**src/rtl/prog_timer.sv**
```systemverilog
// prog_timer
//   Runtime-programmable prescaled timer/counter. The counter counts up from 0
//   to the latched top value and wraps, once every (prescale+1) clocks. It runs
//   either once (one-shot) or continuously (auto-reload). The compare output
//   gives a duty-cycle window at the start of every period.
//
// Ports
//   clkIN        system clock, rising edge
//   nResetIN     asynchronous reset, active-low
//   enableIN     gates ticks; low freezes prescaler and counter
//   startIN      start / retrigger request
//   stopIN       abort request (wins over startIN)
//   oneShotIN    1 = one-shot, 0 = auto-reload
//   prescaleIN   prescaler terminal value
//   topIN        counter terminal value (period = top+1 ticks)
//   compareIN    compare threshold
//   counterOUT   current count
//   runningOUT   high while in RUN
//   compareOUT   runningOUT && counter < compare shadow
//   overflowOUT  one-cycle pulse on wrap
//   doneOUT      one-cycle pulse on one-shot completion
//
// state | meaning
// ------+--------------------------------------------------------------
// IDLE  | stopped; counter and prescaler held at 0, no pulses
// RUN   | counting; ticks advance the counter, wraps pulse overflowOUT
module prog_timer #(
  parameter int WIDTH       = 16,
  parameter int PRESC_WIDTH = 8
) (
  input  logic                   clkIN,
  input  logic                   nResetIN,
  input  logic                   enableIN,
  input  logic                   startIN,
  input  logic                   stopIN,
  input  logic                   oneShotIN,
  input  logic [PRESC_WIDTH-1:0] prescaleIN,
  input  logic [WIDTH-1:0]       topIN,
  input  logic [WIDTH-1:0]       compareIN,
  output logic [WIDTH-1:0]       counterOUT,
  output logic                   runningOUT,
  output logic                   compareOUT,
  output logic                   overflowOUT,
  output logic                   doneOUT
);

  typedef enum logic {
    IDLE = 1'b0,
    RUN  = 1'b1
  } stateT;

  stateT                  state, stateNext;
  logic [WIDTH-1:0]       counter, counterNext;
  logic [PRESC_WIDTH-1:0] presc, prescNext;
  logic                   overflowNext, doneNext;
  logic                   loadShadow;

  logic [WIDTH-1:0]       topSh;
  logic [WIDTH-1:0]       compareSh;
  logic [PRESC_WIDTH-1:0] prescSh;
  logic                   oneShotSh;

  always_ff @(posedge clkIN or negedge nResetIN) begin
    if (!nResetIN) begin
      state       <= IDLE;
      counter     <= '0;
      presc       <= '0;
      overflowOUT <= 1'b0;
      doneOUT     <= 1'b0;
      topSh       <= '0;
      compareSh   <= '0;
      prescSh     <= '0;
      oneShotSh   <= 1'b0;
    end else begin
      state       <= stateNext;
      counter     <= counterNext;
      presc       <= prescNext;
      overflowOUT <= overflowNext;
      doneOUT     <= doneNext;
      if (loadShadow) begin
        topSh     <= topIN;
        compareSh <= compareIN;
        prescSh   <= prescaleIN;
        oneShotSh <= oneShotIN;
      end
    end
  end

  // Priority on every edge: stop, then start/retrigger, then tick.
  always_comb begin
    stateNext    = state;
    counterNext  = counter;
    prescNext    = presc;
    overflowNext = 1'b0;
    doneNext     = 1'b0;
    loadShadow   = 1'b0;

    unique case (state)
      IDLE: begin
        if (stopIN) begin
          counterNext = '0;
          prescNext   = '0;
        end else if (startIN) begin
          stateNext   = RUN;
          counterNext = '0;
          prescNext   = '0;
          loadShadow  = 1'b1;
        end
      end

      RUN: begin
        if (stopIN) begin
          stateNext   = IDLE;
          counterNext = '0;
          prescNext   = '0;
        end else if (startIN) begin
          counterNext = '0;
          prescNext   = '0;
          loadShadow  = 1'b1;
        end else if (enableIN) begin
          if (presc == prescSh) begin
            prescNext = '0;
            if (counter == topSh) begin
              counterNext  = '0;
              overflowNext = 1'b1;
              if (oneShotSh) begin
                stateNext = IDLE;
                doneNext  = 1'b1;
              end else begin
                // New settings take effect cleanly at a period boundary.
                loadShadow = 1'b1;
              end
            end else begin
              counterNext = counter + 1'b1;
            end
          end else begin
            prescNext = presc + 1'b1;
          end
        end
      end

      default: stateNext = IDLE;
    endcase
  end

  assign counterOUT = counter;
  assign runningOUT = (state == RUN);
  assign compareOUT = runningOUT && (counter < compareSh);

endmodule

```
**config.mk**
```make
export PLATFORM = sky130hd
export DESIGN_NAME = prog_timer
export DESIGN_NICKNAME = d
export VERILOG_FILES = /design/src/rtl/prog_timer.sv
export SDC_FILE = /design/constraint.sdc
export NUM_CORES = 1
export LEC_CHECK = 0
export ABC_AREA = 1
export CELL_PAD_IN_SITES_DETAIL_PLACEMENT = 0
export CELL_PAD_IN_SITES_GLOBAL_PLACEMENT = 2
export CORE_UTILIZATION = 30
export DETAILED_ROUTE_END_ITERATION = 12
export PLACE_DENSITY_LB_ADDON = 0.25
export SLEW_MARGIN = 25
export SYNTH_ARGS = -nofsm -noshare
export SYNTH_HDL_FRONTEND = slang
export SYNTH_SLANG_ARGS = --single-unit
```
**constraint.sdc**
```tcl
create_clock -name clkIN -period 2.2 [get_ports clkIN]
set_clock_uncertainty 0.1 [all_clocks]
set_input_delay 0.66 -clock clkIN [delete_from_list [all_inputs] [get_ports clkIN]]
set_output_delay 0.66 -clock clkIN [all_outputs]
set_load 0.005 [all_outputs]
```
# After elaboration in Yosys (flattened, before gate mapping)
# Index checks and enable logic that the tools add are counted.
# word_totals
out_inout_bits	20
ff_bits	68
# classes
reduce_logical	3
mux	43
addsub	2
bitwise	1
n_lt_le_gt_ge	1
n_eq_ne	5
# ops
cell	count
2-to-1 mux 16 bit	7
2-to-1 mux 8 bit	6
one-hot mux 16 bit (2 select lines)	1
2-to-1 mux 1 bit	26
adder 16 x 1 -> 16 bit (second input constant)	1
equality test 16 bit	1
less-than comparator 16 bit	1
one-hot mux 8 bit (2 select lines)	1
adder 8 x 1 -> 8 bit (second input constant)	1
equality test 8 bit	1
inequality test 4 x 3 -> 1 bit (second input constant)	1
inequality test 4 bit (second input constant)	1
one-hot mux 1 bit (2 select lines)	2
inequality test 3 bit (second input constant)	1
AND reduction 3 bit	1
AND reduction 2 bit	1
logical AND 1 bit	1
NOT 1 bit	1

# Longest topological paths before layout
# logic_depth
ltp_word	7
ltp_mapped	13
depth_no_buf	12

# Worst setup path after synthesis
# No wires, ideal clock.
# synth_timing
kind	register -> output
startpoint	reg counter[5] (netlist: counterOUT[5])
endpoint	out compareOUT
slack_ns	0.112
arrival_time_ns	1.328
path_buffers	0
path_stages_with_launch	9
path_cell_list	dfrtp_1 -> ha_1 -> a21oi_1 -> nor2_1 -> a211oi_1 -> nand2_1 -> nand2_1 -> nand2_1 -> nor2_1
# synth_via
elab_chain_cells	2
# synth_rtl
element	line_no	rtl
start: declaration	53	logic [WIDTH-1:0] counter, counterNext;
start signal: assignment	76	counter <= counterNext;
less-than comparator 16 bit	148	assign compareOUT = runningOUT && (counter < compareSh);
logical AND 1 bit	148	
end: declaration	42	output logic compareOUT,
# Every way passes these cells.

# Worst setup path after layout
# layout_timing
startpoint	reg counter[9] (netlist: counterOUT[9])
endpoint	out compareOUT
# Same word-level chain as after synthesis.

==> impl_metrics.env <==
export IMPL_run_status="finished, violations left"
export IMPL_violations="setup timing"
export IMPL_ioPinCount=66
export IMPL_vias_per_inst=4.40
export IMPL_synth_ff_latch_count=68
export IMPL_instances_no_fill=845
export IMPL_clock_share_of_power_pct=39.8
export IMPL_grt_met3_usage_pct=3.94
export IMPL_design_final_nets=733
export IMPL_clock_tree_root_cell="sky130_fd_sc_hd__clkbuf_16"
export IMPL_gp_congestion=0.819
export IMPL_route_detailed_wl_per_inst_um=13.2
export IMPL_cellInternalPower_w=0.00254
export IMPL_r2r_end="compareSh[2]"
export IMPL_source_of_the_worst_register_to_register_timing_path="counterOUT[11]"
export IMPL_grt_max_degree=69
export IMPL_report_final_hold_viol_count=0
export IMPL_post_synth_inst_count=559
export IMPL_worst_skew_pair_late_latency_ns=0.34
export IMPL_total_leakage_power_nw=2.81
export IMPL_postSynthAreaPerCell_um2=7.15
export IMPL_synth_area_top_cells="sky130_fd_sc_hd__dfrtp_1 43%, sky130_fd_sc_hd__nand2_1 20%, sky130_fd_sc_hd__nand3_1 7.3%"
export IMPL_critPathMaxFanout=2
export IMPL_yosys_most_used_dff="sky130_fd_sc_hd__dfrtp_1"
export IMPL_cp_slowest_cell="sky130_fd_sc_hd__dfrtp_1"
export IMPL_drt_iter0_drc=126
export IMPL_globalRouteMet2Util_pct=27.2
export IMPL_proportion_of_layout_cells_with_a_drive_suffix_above_1_pct=16.3
export IMPL_remaining_drc_errors=0
export IMPL_p_sw_share_pct=26.5
export IMPL_synth_enable_flop_cells=0
export IMPL_chip_width_um=117
export IMPL_die_area_um2=13800
export IMPL_multiInputGateArea_um2=1970
export IMPL_die_height_um=117
export IMPL_setup_tns_ns=-0.311
export IMPL_post_synthesis_net_count=622
export IMPL_seqPwrFrac_pct=41.4
export IMPL_reg2reg_slack_ns=0.21
export IMPL_mostFrequentLayoutCells="207 x sky130_fd_sc_hd__nand2_1, 68 x sky130_fd_sc_hd__dfrtp_1, 65 x sky130_fd_sc_hd__inv_1, 63 x sky130_fd_sc_hd__clkdlybuf4s50_1, 58 x sky130_fd_sc_hd__nand3_1"
export IMPL_grt_busiest_layer="met2"
export IMPL_setup_viol=1
export IMPL_numPortBuffers=65
export IMPL_syn_to_final_growth_pct=39.0
export IMPL_cp_buffers_inverters=1
export IMPL_core_area_um2=12800
export IMPL_worst_endpoint_required_ns=1.44
export IMPL_report_final_slew_viol_count=0
export IMPL_cts_inserted_buffers=9
export IMPL_synth_top_area_cell="sky130_fd_sc_hd__dfrtp_1"
export IMPL_globalRouteTotalUtil_pct=16.8
export IMPL_detailed_place_area_um2=5170
export IMPL_crit_chain="ha_1 -> a21oi_1 -> o21ai_0 -> a21oi_2 -> nand2_2 -> nor2_1 -> buf_2"
export IMPL_detail_route_wirelength_um=11200
export IMPL_global_route_track_usage_on_met1_pct=22.2
export IMPL_cts_root_to_sink_buffers=2
export IMPL_yosysSeqAreaShare_pct=42.6
export IMPL_tightest_slew_ns=0.385
export IMPL_place_detailed_hpwl_um=8100
export IMPL_r2r_worst_path_cells=14
export IMPL_max_cap_viol_count=0
export IMPL_p_switching_w=0.000916
export IMPL_first_pass_iters=6
export IMPL_cp_start_kind="flip-flop"
export IMPL_n_antenna_cell=0
export IMPL_timing_slew_headroom_pct=74.3
export IMPL_layout_commonest_cell="sky130_fd_sc_hd__nand2_1"
export IMPL_cts_tree="built"
export IMPL_synth_distinct_cells=29
export IMPL_cp_arrival_ns=1.75
export IMPL_path_delay_family="compound AO/OA/AOI/OAI gates"
export IMPL_mappedNetlistArea_um2=4000
export IMPL_period_utilization_post_route_pct=114
export IMPL_cts_htree_levels=3
export IMPL_n_fill_cell=1370
export IMPL_max_vdd_ir_drop_uv=359
export IMPL_worst_stage_delay_on_the_critical_path_ns=0.39
export IMPL_hold_class="in2async"
export IMPL_clkSinkCount=68
export IMPL_number_of_rows_created_at_floorplan=41
export IMPL_clk_transition_reported_paths_ns=0.05
export IMPL_setup_repair_after_global_routing_missed_its_margin="true"
export IMPL_finalCriticalPeriod_ns=2.51
export IMPL_seq_area_um2=1700
export IMPL_antenna_found_initial=0
export IMPL_grt_overflow_total=0
export IMPL_vias=3715
export IMPL_floorplan_initialDensity_pct=31.2
export IMPL_grt_first_pass_wirelength_um=18200
export IMPL_netlist_area_leader_share_pct=42.6
export IMPL_synth_warnings=0
export IMPL_worst_setup_path_type="reg2out"
export IMPL_final_design_area_no_fill_um2=5550
export IMPL_worst_setup_path_end_kind="output port"
export IMPL_async_flop_share_pct=100
export IMPL_vias_in_the_first_global_route=3603
export IMPL_combinationalPowerShare_pct=18.8
export IMPL_max_clock_freq_mhz=398
export IMPL_fin_worst_setup_slack_ns=-0.311
export IMPL_power_density_nw_per_um2=622
export IMPL_ant_nets=0
export IMPL_post_place_cells=828
==> metal layers <==
| layer | vias to the layer above | part of all wire, % | wire (um) |
|---|---|---|---|
| met4 | 0 | 1.2 | 129 |
| met3 | 9 | 3.4 | 381 |
| met5 | - | 0 | 0 |
| li1 | 1945 | - | - |
| met1 | 1691 | 49 | 5460 |
| met2 | 70 | 47 | 5220 |
==> through the flow <==
| stage | worst slack, ns | power [W] | hold slack, ns | util [%] |
|---|---|---|---|---|
| after global routing | -0.429 | 0.00366 | 0.279 | 43.3 |
| final | -0.311 | 0.00345 | 0.250 | 43.3 |
| after detailed placement | -0.430 | 0.00208 | 0.402 | 40.3 |
| after CTS | -0.384 | 0.00349 | 0.263 | 42.6 |
| after global placement | -0.400 | 0.00207 | 0.396 | 40.3 |
| after floorplan | 0.112 | 0.00177 | 0.264 | - |
==> repair_timing <==
item | 4_1_cts | 5_1_grt
pin swaps | 6 | 9
setup endpoints to repair | 1 | 46
gates cloned | 0 | 1
setup buffers | 0 | 2
gates resized for setup | 10 | 12
hold buffers | 0 | 0
==> registers in the layout, indices dropped and copies added, names as in the netlist <==
| register | flops |
|---|---|
| runningOUT | 1 |
| topSh | 16 |
| prescSh | 8 |
| counterOUT | 16 |
| compareSh | 16 |
| oneShotSh | 1 |
| doneOUT | 1 |
| overflowOUT | 1 |
| presc | 8 |
==> final cells by class <==
| class | count | area share (%) |
|---|---|---|
| repair buffers | 115 | 19.9 |
| clock inverters | 3 | 0.721 |
| clock buffers | 11 | 4.19 |
| inverters | 77 | 5.23 |
| well taps | 172 | 3.87 |
| flip-flops and latches | 68 | 30.6 |
| multi-input cells | 399 | 35.5 |
==> kinds of logic after synthesis <==
family / share of synthesized area, %
fa+ha+maj: 5.32
simple gates: 37.2
compound gates: 3.73
xor+xnor: 1.32
buf+inv: 9.83
flops: 42.6
==> worst register-to-register path, stage by stage (launching register included) <==
cell and delay [ns]:
sky130_fd_sc_hd__dfrtp_1 0.38, sky130_fd_sc_hd__buf_4 0.15, sky130_fd_sc_hd__inv_1 0.08, sky130_fd_sc_hd__nand2_1 0.06, sky130_fd_sc_hd__nand2_1 0.06, sky130_fd_sc_hd__nor2_2 0.10
sky130_fd_sc_hd__nand2_1 0.09, sky130_fd_sc_hd__nor2_2 0.12, sky130_fd_sc_hd__nand2_2 0.10, sky130_fd_sc_hd__clkinv_2 0.09, sky130_fd_sc_hd__nand3_4 0.11, sky130_fd_sc_hd__nand2_4 0.16
sky130_fd_sc_hd__buf_6 0.18, sky130_fd_sc_hd__nand2_1 0.09, sky130_fd_sc_hd__nand2_1 0.06
==> synth_stat cells, types with 3 or more instances <==
| cell type | n |
|---|---|
| sky130_fd_sc_hd__nor3_1 | 6 |
| sky130_fd_sc_hd__nor2_2 | 4 |
| sky130_fd_sc_hd__nand2_2 | 12 |
| sky130_fd_sc_hd__xor2_1 | 3 |
| sky130_fd_sc_hd__buf_2 | 7 |
| sky130_fd_sc_hd__nand4_1 | 4 |
| sky130_fd_sc_hd__o21ai_1 | 5 |
| sky130_fd_sc_hd__o21ai_0 | 9 |
| sky130_fd_sc_hd__nand2_1 | 210 |
| sky130_fd_sc_hd__a21oi_1 | 9 |
| sky130_fd_sc_hd__ha_1 | 17 |
| sky130_fd_sc_hd__xnor2_1 | 3 |
| sky130_fd_sc_hd__nand3_1 | 58 |
| sky130_fd_sc_hd__inv_1 | 66 |
| sky130_fd_sc_hd__inv_2 | 10 |
| sky130_fd_sc_hd__nor2_1 | 50 |
| sky130_fd_sc_hd__buf_1 | 4 |
| sky130_fd_sc_hd__dfrtp_1 | 68 |
==> power by group through the flow <==
stage	clock (W)	combinational (W)	sequential, W
2_1_floorplan	0	0.000327	0.00144
3_3_place_gp	0	0.000619	0.00145
3_5_place_dp	0	0.000626	0.00145
4_1_cts	0.00142	0.000634	0.00143
5_1_grt	0.00148	0.000741	0.00145
6_report	0.00137	0.000650	0.00143
==> how the worst max path moves through the flow <==
stage,from,end,slack [ns],cells past startpoint
2_1_floorplan,counterOUT[5],compareOUT,0.11,8
3_3_place_gp,counterOUT[1],compareOUT,-0.40,9
3_5_place_dp,counterOUT[5],compareOUT,-0.43,9
4_1_cts,compareSh[5],compareOUT,-0.38,10
5_1_grt,compareSh[5],compareOUT,-0.43,10
6_report,counterOUT[9],compareOUT,-0.31,7
Power figures use the tool's default switching activity.
